File: src/rtl/read_control.sv
// Read-side FIFO controller: issues memory reads, tracks the read pointer and
// presents returned words through a 2-entry first-word-fall-through buffer.
`ifndef FIFO_DEPTH
`define FIFO_DEPTH 8
`endif
`ifndef DATA_WIDTH
`define DATA_WIDTH 8
`endif

module read_control #(
  parameter int unsigned MEM_DEPTH  = `FIFO_DEPTH,
  parameter int unsigned DATA_WIDTH = `DATA_WIDTH,
  parameter int unsigned ADDR_WIDTH = $clog2(MEM_DEPTH)
) (
  input  logic                  clk,
  input  logic                  reset,
  input  logic                  rd_empty,
  input  logic [DATA_WIDTH-1:0] mem_rd_data,
  input  logic                  rd_ready,
  output logic                  rd_en,
  output logic [ADDR_WIDTH:0]   rd_addr,
  output logic [DATA_WIDTH-1:0] rd_data,
  output logic                  rd_valid,
  output logic [1:0]            rd_buf_cnt
);

  localparam int unsigned PTR_WIDTH = ADDR_WIDTH + 1;

  if (MEM_DEPTH < 2 || (MEM_DEPTH & (MEM_DEPTH - 1)) != 0) begin : g_depth_check
    $error("read_control: MEM_DEPTH must be a power of two, 2 or more");
  end

  typedef enum logic [1:0] {
    EMPTY = 2'd0,
    ONE   = 2'd1,
    TWO   = 2'd2
  } buf_state_t;

  buf_state_t            state, state_n;
  logic [DATA_WIDTH-1:0] head, head_n;
  logic [DATA_WIDTH-1:0] tail, tail_n;
  logic                  valid_q;
  logic                  inflight;
  logic                  pop;
  logic [2:0]            credit_used;

  assign pop         = valid_q & rd_ready;
  // Words already held or on their way, net of the word leaving this cycle.
  assign credit_used = 3'(state) + 3'(inflight) - 3'(pop);
  assign rd_en       = ~reset & ~rd_empty & (credit_used < 3'd2);

  assign rd_data    = head;
  assign rd_valid   = valid_q;
  assign rd_buf_cnt = state;

  // Pointer, in-flight tracking and output buffer registers.
  always_ff @(posedge clk) begin
    if (reset) begin
      rd_addr  <= '0;
      inflight <= 1'b0;
      state    <= EMPTY;
      head     <= '0;
      tail     <= '0;
      valid_q  <= 1'b0;
    end else begin
      if (rd_en) begin
        rd_addr <= rd_addr + PTR_WIDTH'(1);
      end
      inflight <= rd_en;
      state    <= state_n;
      head     <= head_n;
      tail     <= tail_n;
      valid_q  <= (state_n != EMPTY);
    end
  end

  // Output buffer next state: push is the returning memory word.
  always_comb begin
    state_n = state;
    head_n  = head;
    tail_n  = tail;
    unique case (state)
      EMPTY: begin
        if (inflight) begin
          state_n = ONE;
          head_n  = mem_rd_data;
        end
      end
      ONE: begin
        if (inflight && pop) begin
          head_n = mem_rd_data;
        end else if (inflight) begin
          state_n = TWO;
          tail_n  = mem_rd_data;
        end else if (pop) begin
          state_n = EMPTY;
        end
      end
      TWO: begin
        if (pop) begin
          head_n = tail;
          if (inflight) begin
            tail_n = mem_rd_data;
          end else begin
            state_n = ONE;
          end
        end
      end
      default: begin
        state_n = EMPTY;
      end
    endcase
  end

  // Credit accounting must never let a word arrive at a full, stalled buffer.
  assert property (@(posedge clk) disable iff (reset)
                   !(state == TWO && inflight && !pop))
    else $error("read_control: push into full output buffer");

endmodule
File: config.mk
export PLATFORM = sky130hd
export DESIGN_NAME = read_control
export DESIGN_NICKNAME = d
export VERILOG_FILES = /design/src/rtl/read_control.sv
export SDC_FILE = /design/constraint.sdc
export NUM_CORES = 1
export LEC_CHECK = 0
export CORE_AREA = 2 2 72 57
export CTS_BUF_LIST = sky130_fd_sc_hd__clkbuf_2
export DETAILED_ROUTE_END_ITERATION = 8
export DIE_AREA = 0 0 74 59
export GPL_TIMING_DRIVEN = 1
export PLACE_DENSITY = 0.68
export SETUP_SLACK_MARGIN = 0.15
export SYNTH_ARGS = -nofsm -noshare
export SYNTH_HDL_FRONTEND = slang
export SYNTH_SLANG_ARGS = --single-unit
File: constraint.sdc
create_clock -name clk -period 2 [get_ports clk]
set_input_delay 0.4 -clock clk [delete_from_list [all_inputs] [get_ports clk]]
set_output_delay 0.4 -clock clk [all_outputs]
set_load 0.005 [all_outputs]
==> out/metrics.csv, run 1 <==
stage,metric,value,unit
status,status,"complete, but fails checks",
status,failed_checks,setup timing,
clock_tree,cts.path.max_buffers,2,
setup_path,arrival,2.65,ns
synth,synthFlopType,dfxtp_1,
synth,yosysWarnings,0,
sta,fin_crit_sh,119,%
clock_tree,clock-root-buffer,clkbuf_2,
synth,ys_ff_latch,24,
sta,slew_headroom,71.3,%
clock_tree,clkTransAtPathRegs,0.24,ns
sta,finalHoldViolCount,0,
sta,worst_hold_slack,0.492,ns
clock_tree,postCtsHoldBufs,0,
setup_path,cp_max_fo,3,
floorplan,die_width,74,um
grt,grt_antenna_before_repair,0,
layout,drive_gt1_share,30.2,%
layout,n_antenna_cell,0,
pwr,seqPwrFrac,43.5,%
routing,vias,992,
clock_tree,cts_max_level,1,
sta,fin_ws,-0.373,ns
placed_design,port_buffers,27,
setup_path,rrSetupSlack,-0.37,ns
synth,syn-num-nets,134,
synth,yosysTopAreaCell,dfxtp_1,
sta,fmax,0.421,GHz
routing,ant_nets,0,
clock_tree,clkSinkCount,24,
setup_path,reg2reg_from,rd_valid,
sta,slew_violations,0,
pwr,pwr-share-clk,26.0,%
setup_path,crit_chain,nand2_8 -> xnor2_2 -> nand2_1 -> fa_2 -> nand2b_4 -> buf_4 -> buf_4 -> buf_6 -> buf_6 -> buf_6 -> nor4_4 -> xnor2_1 -> nor2_1,
job,max-cap-violations,0,
placed_design,gp_congestion,0.793,
clock_tree,cts_tree,done,
synth,synth_edf_count,0,
pwr,netSwitchingPower,348,uW
setup_path,critical_path_class,reg -> reg,
setup_path,cp_slowest_cell,fa_2,
synth,synth_commonest_cells,"dfxtp_1, mux2i_1, nand2b_1",
routing,wl_per_cell,12.4,um
grt,grt_pass1_wl,4.18,mm
setup_path,path_buf_inv,5,
routing,drt_first_pass_iters,3,
sta,worstMarginPinSlew,0.431,ns
pwr,pwr-share-comb,30.5,%
layout,area_growth,47.6,%
synth,netlist_top_cells_area,"dfxtp_1, mux2i_1, nand2b_1",
placed_design,hpwl,1.84,mm
setup_path,startpoint,rd_valid,
floorplan,start_util,34.2,%
setup_path,worst_path_dominant_cell_family,buffers and inverters,
synth,synth_top_area_share,39.2,%
synth,synth_most_common_cell,dfxtp_1,
synth,avgSynthCellArea,10.2,um^2
routing,drc,0,
setup_path,crit_required,2.27,ns
worst_hold_path,hold_class,reg -> reg,
synth,synthArstFlopShare,0,%
routing,wl,2.65,mm
synth,ys_types,30,
grt,grt_pass1_vias,905,
clock_tree,numCtsBuffers,3,
floorplan,coreArea,3590,um^2
floorplan,dieArea,4370,um^2
sta,setup_viol,4,
sta,post-route-min-period,2.37,ns
routing,drt_iter0_drc,40,
pwr,p_per_area,700,nW/um^2
grt,grt_start_max_net_pins,35,
routing,viasPerCell,4.64,
grt,grt-ovfl-total,0,
grt,grtUsageTotal,12.8,%
floorplan,rows,19,
synth,syn_area,1230,um^2
floorplan,num_io_pins,28,
pwr,p_leak,0.758,nW
pwr,p_total,1.27,mW
floorplan,die_h,59,um
pwr,ir_drop,362,uV
setup_path,cp-start-kind,register,
synth,synth-seq-area-share,39.2,%
pwr,p_sw_share,27.5,%
clock_tree,clk_latency,0.35,ns
synth,synth_cells,120,
sta,fin_skew,0.00643,ns
setup_path,crit_path_frequent_cell,buf_6,
layout,layout.nets,177,
pwr,p_int,918,uW
setup_path,critPathMaxStageDelay,0.55,ns
worst_hold_path,hp-start,tail[6],
setup_path,endpoint_kind,register,
sta,rsz0062_at_grt,yes,
[worst register-to-register path, cell delays in order, from the launching register on]
cell      delay (ns)
dfxtp_4         0.43
nand2_8         0.06
xnor2_2         0.12
nand2_1         0.09
fa_2            0.55
nand2b_4        0.07
buf_4           0.13
buf_4           0.12
buf_6           0.10
buf_6           0.10
buf_6           0.11
nor4_4          0.22
xnor2_1         0.15
nor2_1          0.05
[path summary, 6_finish.rpt]
kind	to	cells after the start
setup / recovery	rd_addr[3]	13
hold / removal	tail[6]	2
setup reg to reg	rd_addr[3]	13
hold reg to reg	tail[6]	2
[sequential cells by signal, summed over array words and instances (netlist names)]
signal      flops
rd_data         8
tail            8
rd_addr         4
rd_buf_cnt      2
inflight        1
rd_valid        1
[repair_timing]
item / 4_1_cts / 5_1_grt
setup endpoints to repair: 6 / 8
setup buffers: 3 / 3
gates resized for setup: 15 / 8
pin swaps: 3 / 3
[cell type report]
type                       count  area, um^2
fill                         324        1780
multi-input combinational     88         769
sequential                    24         487
timing repair buffer          46         443
tap                           52        65.1
clock inverter                 1        30.0
clock buffer                   3        15.0
[cells by family after synthesis]
logic type / synth area share [%]
fa+ha+maj: 2.65
mux: 14.7
compound gates: 12.8
simple gates: 23.6
xor+xnor: 3.57
buf+inv: 3.57
flops: 39.2
[cells in the final DEF, fill, tap and decap left out, types with 2 or more instances in the layout]
cell              n
nor2_1            7
clkbuf_2          3
a211oi_2          8
nand2b_1         17
xnor2_2           2
dlymetal6s2s_1    2
nor3_1            8
buf_4            13
nand2_1           3
dfxtp_2           2
clkdlybuf4s50_1  23
dfxtp_1          21
mux2i_1          18
buf_6             5
o21a_1            2
nand2b_4          2
[metrics by stage]
step	utilization (%)	std cells	TNS, ns	worst slack [ns]	instance area, um^2
5_1_grt	50.4	214	-1.13	-0.458	1810
2_1_floorplan	-	120	0	0.112	1250
4_1_cts	48.9	211	-0.636	-0.361	1760
3_3_place_gp	46.0	204	-3.06	-0.940	1650
6_report	50.4	214	-0.768	-0.373	1810
3_5_place_dp	46.0	204	-3.25	-0.943	1650
[power groups by stage]
stage               Combinational [mW]  Sequential, mW  Clock (mW)
floorplan                        0.191           0.562           0
global placement                 0.335           0.558           0
detailed placement               0.344           0.559           0
CTS                              0.372           0.550       0.342
global route                     0.415           0.556       0.361
finish                           0.386           0.551       0.329
[layer usage]
layer	track usage, %	up-vias	part of all wire, %
met3	4.42	2	4.5
met4	4.42	0	0.60
met2	20.3	23	49
li1	-	496	-
met1	16.3	471	46
met5	0	-	0
Note: power is estimated with default switching activity, not from simulation.
==> inputs of run 2 (changes only) <==
CORE_AREA = 2 2 63 50   (was 2 2 72 57)
DIE_AREA = 0 0 65 52   (was 0 0 74 59)
PLACE_DENSITY = 0.83   (was 0.68)
==> run 2 against run 1 <==
- the run still ends with setup timing left
- critical endpoint is now rd_en
- non-clock buffer count down 1
- first-iteration DRC count fell by 53%
- sequential power rose by 0.9%
==> out/metrics.csv, run 2 (same netlist as run 1, synthesis figures left out) <==
stage,metric,value,unit,change
status,status,"complete, but fails checks",,unchanged
status,failed_checks,setup timing,,unchanged
sta,fmax,0.429,GHz,was 0.421 GHz
sta,fin_ws,-0.332,ns,was -0.373 ns
floorplan,dieArea,3380,um^2,was 4370 um^2
sta,fin_crit_sh,117,%,was 119%
pwr,p_sw_share,27.8,%,was 27.5%
clock_tree,numCtsBuffers,3,,unchanged
pwr,ir_drop,424,uV,was 362 uV
setup_path,crit_required,1.60,ns,was 2.27 ns
floorplan,die_width,65,um,was 74 um
sta,slew_headroom,72.9,%,was 71.3%
layout,n_antenna_cell,0,,unchanged
floorplan,rows,17,,was 19
layout,final_common_cell,clkdlybuf4s50_1,,unchanged
routing,vias,990,,was 992
pwr,pwr-share-clk,26.0,%,about the same
setup_path,arrival,1.93,ns,was 2.65 ns
grt,grtUsageTotal,16.8,%,was 12.8%
setup_path,cp_max_fo,2,,was 3
clock_tree,cts_max_level,1,,unchanged
setup_path,endpoint_kind,output port,,was register
pwr,pwr-share-comb,30.4,%,was 30.5%
pwr,p_leak,0.724,nW,was 0.758 nW
sta,setup_viol,2,,was 4
grt,grt_pass1_wl,4.26,mm,was 4.18 mm
clock_tree,clkSinkCount,24,,unchanged
layout,drive_gt1_share,31.7,%,was 30.2%
sta,worstMarginPinSlew,0.407,ns,was 0.431 ns
clock_tree,clkTransAtPathRegs,0.24,ns,about the same
sta,rsz0062_at_grt,yes,,unchanged
setup_path,critical_path_class,reg -> out,,was reg -> reg
job,max-cap-violations,0,,unchanged
floorplan,num_io_pins,28,,unchanged
pwr,p_per_area,713,nW/um^2,was 700 nW/um^2
routing,viasPerCell,4.97,,was 4.64
sta,setup-tns-final,-0.569,ns,was -0.768 ns
grt,grt_pass1_vias,958,,was 905
sta,post-route-min-period,2.33,ns,was 2.37 ns
routing,ant_nets,0,,unchanged
placed_design,gp_congestion,0.672,,was 0.793
grt,grt_start_max_net_pins,35,,unchanged
placed_design,hpwl,1.82,mm,was 1.84 mm
layout,final_core_util,64.1,%,was 50.4%
floorplan,start_util,44.0,%,was 34.2%
layout,layout.nets,176,,was 177
sta,slew_violations,0,,unchanged
sta,fin_skew,0.00130,ns,was 0.00643 ns
routing,drt_first_pass_iters,4,,was 3
setup_path,cp-start-kind,register,,unchanged
clock_tree,clock-root-buffer,clkbuf_2,,unchanged
layout,nFillCells,243,,was 324
clock_tree,cts.path.max_buffers,2,,unchanged
grt,grt_antenna_before_repair,0,,unchanged
placed_design,port_buffers,27,,unchanged
clock_tree,cts_tree,done,,unchanged
sta,finalHoldViolCount,0,,unchanged
worst_hold_path,hold_class,reg -> reg,,unchanged
clock_tree,clk_latency,0.35,ns,about the same
floorplan,coreArea,2790,um^2,was 3590 um^2
layout,area_growth,45.7,%,was 47.6%
grt,grt-ovfl-total,0,,unchanged
layout,final_cell_mix,"clkdlybuf4s50_1, dfxtp_1, mux2i_1",,unchanged
routing,wl_per_cell,13.1,um,was 12.4 um
routing,drc,0,,unchanged
floorplan,die_h,52,um,was 59 um
pwr,seqPwrFrac,43.6,%,was 43.5%
routing,drt_iter0_drc,19,,was 40
pwr,netSwitchingPower,354,uW,was 348 uW
pwr,p_int,919,uW,was 918 uW
routing,wl,2.60,mm,was 2.65 mm
## run 2: routing by layer
metal  vias up  part of all wire, %  GRT usage [%]
li1        498                    -              -
met1       468                   45           20.4
met2        22                   49           29.0
met3         2                  5.0           4.98
met4         0                 0.58           4.61
met5         -                    0              0
## run 2: stage by stage
| stage | std cells | worst slack (ns) | hold slack (ns) | power, mW | instance area, um^2 |
|---|---|---|---|---|---|
| 2_1_floorplan | 120 | 0.112 | 0.448 | 0.753 | 1250 |
| 3_3_place_gp | 190 | -0.931 | 0.457 | 0.890 | 1630 |
| 3_5_place_dp | 190 | -0.951 | 0.468 | 0.905 | 1630 |
| 4_1_cts | 198 | -0.398 | 0.493 | 1.26 | 1750 |
| 5_1_grt | 199 | -0.461 | 0.521 | 1.33 | 1790 |
| 6_report | 199 | -0.332 | 0.490 | 1.27 | 1790 |
## run 2: repair_timing
item	in CTS	in global routing
pin swaps	5	4
hold buffers	0	0
resized for setup	15	10
setup buffers	4	1
endpoints found under the setup margin	6	8
## run 2: final timing paths
check | slack (ns) | startpoint | to | depth (start not counted)
setup / recovery | -0.33 | rd_valid | rd_en | 7
hold reg to reg | 0.49 | tail[2] | tail[2] | 2
hold / removal | 0.49 | tail[2] | tail[2] | 2
setup reg to reg | -0.24 | rd_valid | rd_addr[3] | 12
## run 2: worst max-delay path, stage by stage (launching register included)
cell and delay, ns:
dfxtp_4 0.43, nand2_8 0.06, xnor2_2 0.12, nand2_1 0.08, fa_2 0.55, nand2b_4 0.07, nor3_4 0.12, buf_2 0.14
## run 2: cell type report
type	instances	area [um^2]	area share (%)
Clock buffer	3	15.0	0.840
Clock inverter	1	30.0	1.68
Multi-Input combinational cell	88	772	43.2
Sequential cell	24	489	27.4
Tap cell	38	47.5	2.66
Timing Repair Buffer	45	433	24.2
## run 2: power groups by stage
stage                     Sequential (mW)  Combinational, mW  Clock (mW)
after floorplan                     0.562              0.191           0
after global placement              0.558              0.332           0
after detailed placement            0.561              0.345           0
after CTS                           0.551              0.375       0.333
after global routing                0.560              0.417       0.357
final                               0.556              0.387       0.331
==> inputs of run 3 (changes only) <==
MAX_ROUTING_LAYER = met4   (was not set)
==> run 3 against run 2 <==
- the flow still finishes with violations (setup timing)
- count of clock-buffer cells in the layout is the same
- core utilization unchanged
- global-route usage grew 0.41 points
- routed wire length about the same
- clock skew is essentially flat
- via count up 0.20%
- critical path depth unchanged
- sequential power hardly changed
- largest cell class unchanged
- largest power group unchanged
==> out/metrics.csv, run 3 (same netlist as run 1, synthesis figures left out) <==
stage,metric,value,unit,change
setup_path,arrival,1.93,ns,about the same
layout,final_cell_mix,"clkdlybuf4s50_1, dfxtp_1, mux2i_1",,unchanged
layout,drive_gt1_share,31.7,%,unchanged
pwr,ir_drop,424,uV,about the same
routing,vias,992,,was 990
layout,area_growth,45.7,%,unchanged
sta,fin_crit_sh,117,%,about the same
setup_path,path_buf_inv,1,,unchanged
sta,fin_skew,0.00132,ns,was 0.00130 ns
setup_path,critPathMaxStageDelay,0.55,ns,about the same
setup_path,critical_path_class,reg -> out,,unchanged
routing,ant_nets,0,,unchanged
worst_hold_path,min_path_cells,2,,unchanged
routing,drc,0,,unchanged
setup_path,r2r-end,rd_addr[3],,unchanged
placed_design,place_area,1630,um^2,unchanged
placed_design,place_ws,-0.951,ns,unchanged
layout,layout.nets,176,,unchanged
layout,final_core_util,64.1,%,unchanged
clock_tree,cts.path.max_buffers,2,,unchanged
floorplan,dieArea,3380,um^2,unchanged
worst_hold_path,hold_class,reg -> reg,,unchanged
clock_tree,cts_max_level,1,,unchanged
sta,fin_ws,-0.333,ns,was -0.332 ns
placed_design,gp_congestion,0.679,,was 0.672
worst_hold_path,min_to,tail[2],,unchanged
sta,slew_violations,0,,unchanged
grt,grt_start_max_net_pins,35,,unchanged
routing,viasPerCell,4.98,,was 4.97
sta,post-route-min-period,2.33,ns,about the same
routing,wl_per_cell,13.1,um,about the same
job,max-cap-violations,0,,unchanged
layout,nFillCells,243,,unchanged
setup_path,crit_chain,nand2_8 -> xnor2_2 -> nand2_1 -> fa_2 -> nand2b_4 -> nor3_4 -> buf_2,,unchanged
clock_tree,numCtsBuffers,3,,unchanged
status,failed_checks,setup timing,,unchanged
setup_path,startpoint,rd_valid,,unchanged
sta,slew_headroom,72.9,%,about the same
routing,wl,2.61,mm,was 2.60 mm
setup_path,reg2reg_from,rd_valid,,unchanged
grt,grt_pass1_wl,4.25,mm,was 4.26 mm
layout,final_common_cell,clkdlybuf4s50_1,,unchanged
sta,setup_viol,2,,unchanged
sta,rsz0062_at_grt,yes,,unchanged
floorplan,coreArea,2790,um^2,unchanged
placed_design,hpwl,1.82,mm,unchanged
layout,design_area,1790,um^2,unchanged
setup_path,cp-start-kind,register,,unchanged
clock_tree,clkTransAtPathRegs,0.24,ns,about the same
floorplan,rows,17,,unchanged
clock_tree,clkSinkCount,24,,unchanged
clock_tree,cts_tree,done,,unchanged
sta,worstMarginPinSlew,0.407,ns,about the same
worst_hold_path,hp-start,tail[2],,unchanged
layout,n_antenna_cell,0,,unchanged
clock_tree,clock-root-buffer,clkbuf_2,,unchanged
placed_design,port_buffers,27,,unchanged
setup_path,worst_path_dominant_cell_family,adder cells,,unchanged
setup_path,cp_max_fo,2,,unchanged
grt,grtUsageTotal,17.2,%,was 16.8%
grt,grt-ovfl-total,0,,unchanged
setup_path,cp_slowest_cell,fa_2,,unchanged
floorplan,die_width,65,um,unchanged
clock_tree,clk_latency,0.35,ns,about the same
status,status,"complete, but fails checks",,unchanged
setup_path,endpoint_kind,output port,,unchanged
floorplan,die_h,52,um,unchanged
setup_path,crit_required,1.60,ns,about the same
setup_path,rrSetupSlack,-0.24,ns,about the same
setup_path,r2r.worst_path.cells,12,,unchanged
sta,fmax,0.429,GHz,about the same
pwr,p_per_area,713,nW/um^2,about the same
sta,finalHoldViolCount,0,,unchanged
pwr,p_leak,0.724,nW,unchanged
floorplan,num_io_pins,28,,unchanged
routing,drt_iter0_drc,17,,was 19
floorplan,start_util,44.0,%,unchanged
grt,grt_pass1_vias,959,,was 958
routing,drt_first_pass_iters,4,,unchanged
grt,grt_antenna_before_repair,0,,unchanged
[run 3: repair_timing]
action / 4_1_cts / 5_1_grt
pin swaps: 5 / 4
setup endpoints to repair: 6 / 8
resized for setup: 15 / 10
setup buffers: 4 / 1
hold buffers: 0 / 0
[run 3: worst max path at each step]
stage	end	slack, ns	depth (start not counted)
4_1_cts	rd_en	-0.40	7
3_5_place_dp	rd_en	-0.95	8
3_3_place_gp	rd_en	-0.93	8
6_report	rd_en	-0.33	7
5_1_grt	rd_en	-0.46	7
2_1_floorplan	rd_en	0.11	6
[run 3: cell type report]
| class | count | area [um^2] | share of cell area (%) |
|---|---|---|---|
| Clock buffer | 3 | 15.0 | 0.840 |
| Clock inverter | 1 | 30.0 | 1.68 |
| Multi-Input combinational cell | 88 | 772 | 43.2 |
| Sequential cell | 24 | 489 | 27.4 |
| Tap cell | 38 | 47.5 | 2.66 |
| Timing Repair Buffer | 45 | 433 | 24.2 |
[run 3: metal layers]
metal	wire length [um]	GRT usage, %	up-vias
met5	0	-	-
met4	12	4.61	0
met3	138	4.98	2
met2	1280	29.2	22
met1	1170	20.1	470
li1	-	-	498
[run 3: through the flow]
stage	hold slack [ns]	std cells	setup TNS, ns	power, mW
3_5_place_dp	0.468	190	-3.26	0.905
2_1_floorplan	0.448	120	0	0.753
3_3_place_gp	0.457	190	-3.03	0.890
5_1_grt	0.521	199	-0.943	1.33
4_1_cts	0.493	198	-0.728	1.26
6_report	0.490	199	-0.569	1.27
[run 3: report_power, final]
part,switching (mW),leakage (nW),internal (mW)
logic,0.163,0.500,0.224
registers,0.0326,0.198,0.523
clock network,0.159,0.0266,0.172
total,0.354,0.724,0.919
[run 3: worst register-to-register path, stage by stage, from the launching register on]
cell and delay [ns]:
dfxtp_4 0.43, nand2_8 0.06, xnor2_2 0.12, nand2_1 0.08, fa_2 0.55, nand2b_4 0.07, buf_4 0.13, buf_6 0.11
buf_6 0.10, buf_6 0.11, nor4_4 0.21, xnor2_1 0.14, nor2_1 0.05
